===== src/rtl/mem_arbiter.sv =====
// Two-master shared-memory arbiter: data port normally wins over instruction fetch.
// Define MEM_ARB_AGE_EN to let a fetch win after STARVE_LIM consecutive data grants.
module mem_arbiter #(
  parameter int ADDR_W     = 32,
  parameter int DATA_W     = 32,
  parameter int STARVE_LIM = 4
) (
  input  logic              clk,
  input  logic              rst,
  input  logic              i_req,
  input  logic [ADDR_W-1:0] i_adr,
  output logic [DATA_W-1:0] i_rdata,
  output logic              i_done,
  input  logic              d_rd,
  input  logic              d_wr,
  input  logic [ADDR_W-1:0] d_adr,
  input  logic [DATA_W-1:0] d_wdata,
  output logic [DATA_W-1:0] d_rdata,
  output logic              d_done,
  output logic              m_req,
  output logic              m_we,
  output logic [ADDR_W-1:0] m_adr,
  output logic [DATA_W-1:0] m_wdata,
  input  logic [DATA_W-1:0] m_rdata,
  input  logic              m_ack,
  output logic              stall
);

  typedef enum logic [1:0] {IDLE, DATA, INST} state_t;

  state_t state, state_nxt;
  logic   grant_d, grant_i, age_win;

  always_ff @(posedge clk or negedge rst) begin
    if (!rst) state <= IDLE;
    else      state <= state_nxt;
  end

  // No grant in a done cycle, so every access is followed by one idle cycle.
  always_comb begin
    state_nxt = state;
    grant_d   = 1'b0;
    grant_i   = 1'b0;
    case (state)
      IDLE: begin
        if (!i_done && !d_done) begin
          if (age_win) begin
            grant_i   = 1'b1;
            state_nxt = INST;
          end else if (d_rd || d_wr) begin
            grant_d   = 1'b1;
            state_nxt = DATA;
          end else if (i_req) begin
            grant_i   = 1'b1;
            state_nxt = INST;
          end
        end
      end
      DATA, INST: begin
        if (m_ack) state_nxt = IDLE;
      end
      default: state_nxt = IDLE;
    endcase
  end

  always_ff @(posedge clk or negedge rst) begin
    if (!rst) begin
      m_req   <= 1'b0;
      m_we    <= 1'b0;
      m_adr   <= '0;
      m_wdata <= '0;
      i_done  <= 1'b0;
      d_done  <= 1'b0;
      i_rdata <= '0;
      d_rdata <= '0;
    end else begin
      i_done <= 1'b0;
      d_done <= 1'b0;
      if (grant_d) begin
        m_req   <= 1'b1;
        m_we    <= d_wr;
        m_adr   <= d_adr;
        m_wdata <= d_wdata;
      end
      if (grant_i) begin
        m_req <= 1'b1;
        m_we  <= 1'b0;
        m_adr <= i_adr;
      end
      if (state == DATA && m_ack) begin
        m_req   <= 1'b0;
        d_rdata <= m_rdata;
        d_done  <= 1'b1;
      end
      if (state == INST && m_ack) begin
        m_req   <= 1'b0;
        i_rdata <= m_rdata;
        i_done  <= 1'b1;
      end
    end
  end

`ifdef MEM_ARB_AGE_EN
  localparam int AGE_W = $clog2(STARVE_LIM + 1);

  logic [AGE_W-1:0] age_cnt;

  // Counts data grants that overtook a waiting fetch; saturates because the fetch then wins.
  always_ff @(posedge clk or negedge rst) begin
    if (!rst)                  age_cnt <= '0;
    else if (!i_req || grant_i) age_cnt <= '0;
    else if (grant_d)          age_cnt <= age_cnt + 1'b1;
  end

  assign age_win = i_req && (age_cnt >= AGE_W'(STARVE_LIM));
`else
  assign age_win = 1'b0;
`endif

  assign stall = ((d_rd | d_wr) & ~d_done) | (i_req & ~i_done);

endmodule


===== config.mk =====
export PLATFORM = sky130hd
export DESIGN_NAME = mem_arbiter
export DESIGN_NICKNAME = d
export VERILOG_FILES = /design/src/rtl/mem_arbiter.sv
export SDC_FILE = /design/constraint.sdc
export NUM_CORES = 1
export LEC_CHECK = 0
export CORE_MARGIN = 4
export CORE_UTILIZATION = 35
export CTS_CLUSTER_SIZE = 40
export DETAILED_ROUTE_END_ITERATION = 12
export PLACE_DENSITY = 0.78
export RECOVER_POWER = 100
export SYNTH_ARGS = -nofsm -noshare
export SYNTH_HDL_FRONTEND = slang
export SYNTH_SLANG_ARGS = --single-unit

===== constraint.sdc =====
create_clock -name clk -period 2.5 [get_ports clk]
set_input_delay 0.625 -clock clk [delete_from_list [all_inputs] [get_ports clk]]
set_output_delay 0.625 -clock clk [all_outputs]
set_load 0.005 [all_outputs]

* Word level (Yosys, flattened, before mapping)
Cells that the tools add are included.
** Operators by class
- Reduce and logical (&&, ||, !) cells :: 11
- Muxes and demuxes :: 22
- Equal/unequal tests :: 5
- Bitwise logic cells :: 6
** Operators with widths (number)
- $mux 32 :: 2
- $mux 1 :: 15
- $mux 2 :: 4
- $ne 2x2->1 const B :: 2
- $pmux 2 s2 :: 1
- $reduce_bool 4->1 :: 1
- $logic_and 1x1->1 :: 3
- $ne 3x3->1 const B :: 1
- $reduce_and 3->1 :: 1
- $and 1x1->1 :: 2
- $eq 2x1->1 const B :: 1
- $eq 2x2->1 const B :: 1
- $logic_not 1->1 :: 2
- $logic_not 2->1 :: 1
- $not 1->1 :: 2
- $or 1x1->1 :: 2
- $reduce_bool 2->1 :: 1
- $reduce_or 2->1 :: 1
- $logic_or 1x1->1 :: 1
** Storage, ports and cells
- Input port bits :: 134
- Logic and storage cells :: 53
- Output and inout port bits :: 133
- Register bits :: 134

* Logic depth before layout (Yosys ltp)
Gate-level depths: netlist (run 1).
- Depth after elaboration :: 8
- Mapped depth :: 7
- Depth with buffers taken out :: 5

* Worst setup path after synthesis (run 1)
OpenSTA, ideal clock, no wires.
- Path type :: input port to output port
- From :: input d_wr
- To :: output stall
- Path slack :: 493 ps
- Data required time :: 1875 ps
- Stages on the path :: 4
- Arrival :: 1382 ps
- Path buffers :: 2
- Cells stage by stage :: nor2_1 > clkbuf_1 > clkbuf_1 > o22ai_1
** Between the ends
- Cells in the longest elaborated chain, start to end :: 3
** Ends and longest elaborated chain
- start: declaration :: RTL line 15 : input logic d_wr,
- $or 1x1->1 :: RTL line 120 : assign stall = ((d_rd | d_wr) & ~d_done) | (i_req & ~i_done);
- $and 1x1->1 :: RTL line 120
- $or 1x1->1 :: RTL line 120
- end: declaration :: RTL line 26 : output logic stall
Every way passes these cells.

* Worst setup path in the final report (run 1)
Same ends and word-level chain as after synthesis.

==> results.md, run 1 <==
- Clk slew on worst S/H paths: 0.05 ns
- CP Capture Type: output pin
- Initial Util: 36.03%
- Die area: 0.01859 sq mm
- Multi-input gate area in the final layout: ~0.0021 sq mm
- Synthesized area: 0.005766 sq mm
- CTS tree: done
- Worst Tran Pin Value: 1.805 ns
- Tmin final: 2.333 ns
- Hold Vio Cnt, Final: 0
- H-tree Lvls: 4
- FF-to-FF End: m_wdata[17]
- Post-Route WL: 16,220 microns
- Syn nets: 560
- Avg Cell Area, Syn: 13.63 sq um
- Required time of the critical path: 1.88 ns
- Clock Tree Buf Depth: 2
- Vias in the first global route: 4,880
- Kind of critical path: input port to output pin
- Ys Warns: 0
- Die Wd: 136.3 microns
- FFs w/ async S/R, synth: 100.0%
- Failing checks: max-capacitance violations, max-slew violations
- Die Span Y: 136.3 microns
- Boundary Pins: 267
- Clk_lat worst skew: around 0.40 ns
- Gr usage total: roughly 17%
- Synth Register Bits: between 100 and 150
- Placement row count: 46
- CTS buffer count: 17
- Drt pass-1 iters: 5
- Sequential Area: 0.003353 sq mm
- Layout area overhead: 59.94%
- Pleak: between 0.003 and 0.004 uW
- Clock sinks: roughly 130
- Fill cells: between 1k and 1.5k
- Setup repair after global routing missed its margin: false
- Post-synth EDFFs: 0
- DR WL/cell: between 15 and 20 microns
- Core area: 0.01600 sq mm
- Number of distinct library cells after synthesis: 28
- Largest net degree at the start of global routing: 66
- Global placer's final weighted congestion: 0.7960
- Syn Inst Count: 423
- Ys flop type: dfrtp_1
- CTS root buffer: clkbuf_16
- Crit path DAT: 1.71 ns
- Worst Hold Endpoint: m_wdata[24]
- Total gr overflow: 0
- Vias/cell: 4.999
- Nets: roughly 830
- Starting DRC count in detailed routing: 232
- CP max FO: 2
- Skew final: 0.007489 ns
- Pwr Density: between 1000 and 1500 mW/mm^2
- Tightest Hold Check Type: flop to flop
- WHS: roughly 0.49 ns
- Layout cell share with drive strength beyond 1: 17.78%
- Post-synthesis sequential area ratio: 58.16%
- Worst setup SP type: input port
- Outcome: finished with violations
- Max Transition Viols Final: 40
- R2R depth: 6
- Final HPWL DP: 12,100 microns
- DRC: 0
- Worst r2r src: state[0]
- Wire length of the first global-routing pass: 25,270 microns
- Most frequent cells in the layout: 134 x dfrtp_1, 134 x dlygate4sd3_1, 130 x clkdlybuf4s50_1
- Routed vias: 4,599
- Peak supply drop: 0.0005828 V
- Max-Cap Viols: 1
- Final Cycle Share: 93.33%
- Reg-to-reg slack, setup: between 0.2 and 0.25 ns
- Initial antenna violation count: 1
- Final setup viols: 0
- Final ANT Viol Nets: 0
- Hold path startpoint: m_wdata[24]
- Worst slew margin: -20.31%
- Setup TNS: 0 ns
- # port buffers: 266
- Fmax: 428.6 MHz
- Hold depth: 1
==> how the worst max path moves through the flow <==
stage	end	cells after the start	slack (ns)	from
finish	stall	4	0.17	d_wr
global route	stall	4	0.10	d_wr
CTS	stall	4	0.005	d_wr
detailed placement	stall	4	0.01	d_wr
global placement	stall	4	0.02	i_req
floorplan	stall	4	0.49	d_wr
==> repair_timing <==
| item | 4_1_cts | 5_1_grt |
|---|---|---|
| gates resized for setup | 0 | 1 |
| endpoints found under the setup margin | 0 | 1 |
| setup buffers | 0 | 0 |
| hold buffers | 0 | 0 |
==> where the power goes <==
group          total, uW  switching [uW]  leakage, uW  internal (uW)
Clock               2800             909     0.000331           1890
Combinational       4440            1740      0.00192           2690
Sequential          3820             541      0.00160           3280
Total              11100            3190      0.00384           7860
==> cell usage after synthesis, types with 2 or more instances <==
master / instances / area, sq um
a31oi_1: 32 / 200.2
buf_1: 6 / 22.52
buf_12: 3 / 60.06
buf_6: 5 / 56.30
clkbuf_1: 21 / 78.83
dfrtp_1: 134 / 3353
ha_1: 3 / 37.54
inv_1: 6 / 22.52
mux2_2: 68 / 765.7
mux2_4: 28 / 420.4
nand2_1: 2 / 7.510
nor2_1: 3 / 11.26
nor3_1: 33 / 165.2
o21ai_0: 32 / 160.2
or3b_1: 29 / 254.0
or3b_2: 6 / 52.55
==> layout make-up <==
class	instances	area share, %
antenna	1	0.02714
clock buffer	22	5.251
clock inverter	10	2.062
inverter	6	0.2442
multi-input combinational	248	22.43
sequential	134	36.36
tap	216	2.931
timing repair buffer	283	30.69
==> per-stage QoR <==
| step | instances | utilization [%] | worst slack (ns) | cell area, sq um | total power (uW) |
|---|---|---|---|---|---|
| floorplan | 423 | - | 0.4930 | 5766 | 6246 |
| global placement | 887 | 54.40 | 0.01675 | 8705 | 8970 |
| detailed placement | 887 | 54.40 | 0.01170 | 8705 | 9159 |
| CTS | 919 | 58.62 | 0.005318 | 9379 | 12030 |
| global route | 920 | 57.63 | 0.1049 | 9221 | 11710 |
| finish | 920 | 57.63 | 0.1667 | 9221 | 11060 |
==> worst max-delay path, cell delays in order <==
cell	delay, ns
dlygate4sd3_1	0.61
nor2_4	0.06
o22ai_1	0.12
clkdlybuf4s25_1	0.30
==> state kept, by name, summed over array words and instances (netlist names) <==
register / cells
state: 2
d_rdata: 32
m_adr: 32
m_we: 1
d_done: 1
i_done: 1
m_req: 1
i_rdata: 32
m_wdata: 32
==> routing by layer <==
metal	part of all wire, %	up-vias	track usage [%]
met5	0	-	0
met3	6.8	43	4.071
met4	3.9	0	8.959
met1	37	2262	20.24
met2	52	211	29.72
li1	-	2083	-
==> cells by family after synthesis <==
group	after synthesis	share of synthesized area, %
flops	134	58.16
mux	96	20.57
simple gates	78	9.071
compound gates	71	7.379
buf+inv	41	4.167
fa+ha+maj	3	0.6511
Power figures use the tool's default switching activity.
==> inputs of run 2 (changes only) <==
--- a/config.mk
+++ b/config.mk
@@ -7,9 +7,8 @@
 export LEC_CHECK = 0
 export CORE_MARGIN = 4
 export CORE_UTILIZATION = 35
-export CTS_CLUSTER_SIZE = 40
 export DETAILED_ROUTE_END_ITERATION = 12
-export PLACE_DENSITY = 0.78
+export PLACE_DENSITY_LB_ADDON = 0.05
 export RECOVER_POWER = 100
 export SYNTH_ARGS = -nofsm -noshare
 export SYNTH_HDL_FRONTEND = slang
==> run 2 against run 1 <==
The flow now finishes without violations. Flip-flop and latch count stayed put. Critical path depth stayed put. First-iteration DRC count is 47% lower. Critical path type unchanged. Largest cell class unchanged. Highest routed layer unchanged.
==> results.md, run 2 (synthesis gave the netlist of run 1 again) <==
- Outcome: finished, final reports clean
- Die Wd: 136.3 microns (unchanged)
- Initial Util: 36.03% (unchanged)
- Kind of critical path: input port to output pin
- Drt pass-1 iters: 4 (-1)
- Boundary Pins: 267 (unchanged)
- R2R depth: 6 (unchanged)
- CP Capture Type: output pin
- Die area: 0.01859 sq mm (unchanged)
- Hold path startpoint: m_wdata[7]
- Worst Hold Endpoint: m_wdata[7]
- Layout cell share with drive strength beyond 1: 17.14% (-0.64 points)
- Final ANT Viol Nets: 0 (unchanged)
- Pwr Density: 1158 mW/mm^2 (-3.4%)
- Nets: 825 (-0.24%)
- Global placer's final weighted congestion: 0.7638 (-4.0%)
- Post-Route WL: 16,520 microns (+1.8%)
- Hold Vio Cnt, Final: 0 (unchanged)
- Worst r2r src: state[0]
- Pre-CTS setup slack: 0.007438 ns (-0.004262 ns)
- Diode count: 0 (-1)
- FF-to-FF End: m_adr[2]
- Setup repair after global routing missed its margin: false
- Clk_lat worst skew: 0.41 ns (about the same)
- Largest net degree at the start of global routing: 67 (+1.5%)
- Worst Setup SP: i_req
- CTS root buffer: clkbuf_16
- Clock sinks: 134 (unchanged)
- Commonest non-fill, non-tap cell in the layout: dfrtp_1
- Fmax: 445.3 MHz (+3.9%)
- Wire length of the first global-routing pass: 26,000 microns (+2.9%)
- Most frequent cells in the layout: 134 x dfrtp_1, 133 x dlygate4sd3_1, 129 x clkdlybuf4s50_1
- Hold_buf cts: 0 (unchanged)
- Final worst slack: 0.2543 ns (+0.08756 ns)
- Vias/cell: 4.901 (-2.0%)
- Initial antenna violation count: 0 (-1)
- Worst Tran Pin Value: 1.356 ns (-0.4486 ns)
- CTS buffer count: 17 (unchanged)
- Tightest Hold Check Type: flop to flop
- DRC: 0 (unchanged)
- Routed vias: 4,489 (-2.4%)
- Hold depth: 1 (unchanged)
- Gr usage total: 18.01% (+0.66 points)
- Pleak: 0.003772 uW (-1.9%)
- Starting DRC count in detailed routing: 122 (-47%)
- Clk slew on worst S/H paths: 0.05 ns (about the same)
- Placement row count: 46 (unchanged)
- # port buffers: 266 (unchanged)
- Final Cycle Share: 89.83% (-3.5 points)
- H-tree Lvls: 4 (unchanged)
- Peak supply drop: 0.0005524 V (-5.2%)
- Core area: 0.01600 sq mm (unchanged)
- Final HPWL DP: 11,760 microns (-2.8%)
- Skew final: 0.01052 ns (+0.003028 ns)
- Worst setup SP type: input port
- Layout area overhead: 57.10%
- Reg-to-reg slack, setup: 0.28 ns (+0.06 ns)
- Tmin final: 2.246 ns (-0.08756 ns)
- Design Power: 10,490 uW (-5.1%)
- Total gr overflow: 0 (unchanged)
- Final setup viols: 0 (unchanged)
- Fill cells: 1,414 (+4.5%)
- Setup TNS: 0 ns (unchanged)
- Max Transition Viols Final: 0 (-100%)
- Clock Tree Buf Depth: 2 (unchanged)
- Worst slew margin: 9.602% (+30 points)
- CTS tree: done
- DR WL/cell: 18.03 microns (+2.3%)
- Crit path DAT: 1.62 ns (-0.09 ns)
- Required time of the critical path: 1.88 ns (about the same)
- CP max FO: 2 (unchanged)
- Vias in the first global route: 4,901 (+0.43%)
- Die Span Y: 136.3 microns (unchanged)
- Max-Cap Viols: 0 (-1)
[run 2: cell types whose count changed in the layout (fill, tap and decap cells not counted), moves of 2 or more]
| cell | change |
|---|---|
| bufinv_16 | -4 |
| clkbuf_8 | -4 |
| clkbuf_1 | +3 |
| clkinv_2 | +3 |
| clkinvlp_4 | +3 |
| buf_4 | -2 |
| clkbuf_2 | +2 |
| dlymetal6s2s_1 | +2 |
| inv_6 | -2 |
[run 2: how the worst max path moves through the flow]
stage | end | cells past startpoint
final | stall | 4
after global routing | m_adr[1] | 6
after CTS | stall | 4
after detailed placement | stall | 4
after global placement | stall | 4
after floorplan | stall | 4
[run 2: power breakdown]
| part | leakage [uW] | internal, uW | total (uW) | switching [uW] |
|---|---|---|---|---|
| Sequential | 0.00160 | 3280 | 3780 | 500 |
| Combinational | 0.00193 | 2690 | 4450 | 1750 |
| Clock | 0.000250 | 1350 | 2260 | 909 |
| Total | 0.00377 | 7330 | 10500 | 3160 |
[run 2: critical path: stages]
cell and delay (ns):
clkdlybuf4s50_1 0.49, inv_1 0.05, o22ai_1 0.16, clkdlybuf4s25_1 0.30
[run 2: layout make-up]
| type | instances | area, sq um | area share (%) |
|---|---|---|---|
| multi-input cells | 248 | 2068 | 22.83 |
| repair buffers | 281 | 2818 | 31.11 |
| clock inverters | 9 | 81.33 | 0.8979 |
| flip-flops and latches | 134 | 3353 | 37.02 |
| well taps | 216 | 270.3 | 2.984 |
| clock buffers | 22 | 444.2 | 4.904 |
| inverters | 6 | 22.52 | 0.2487 |
[run 2: per-layer routing]
layer | track usage (%) | part of all wire, % | vias up | wire length (microns)
li1 | - | - | 2076 | -
met1 | 21.05 | 39 | 2215 | 6366
met2 | 29.99 | 50 | 182 | 8291
met3 | 7.587 | 9.7 | 16 | 1604
met4 | 5.823 | 1.6 | 0 | 259
met5 | 0 | 0 | - | 0
[run 2: metrics by stage]
stage | hold slack (ns) | instance area, sq um | util [%] | std cells
floorplan | 0.3294 | 5766 | - | 423
detailed placement | 0.4917 | 8690 | 54.31 | 885
global placement | 0.4860 | 8690 | 54.31 | 885
CTS | 0.1661 | 9215 | 57.59 | 916
finish | 0.4827 | 9057 | 56.61 | 916
global route | 0.4922 | 9057 | 56.61 | 916
[run 2: timing repair]
item,CTS,global route
buffers inserted,0,0
resized for setup,0,3
setup endpoints to repair,0,1
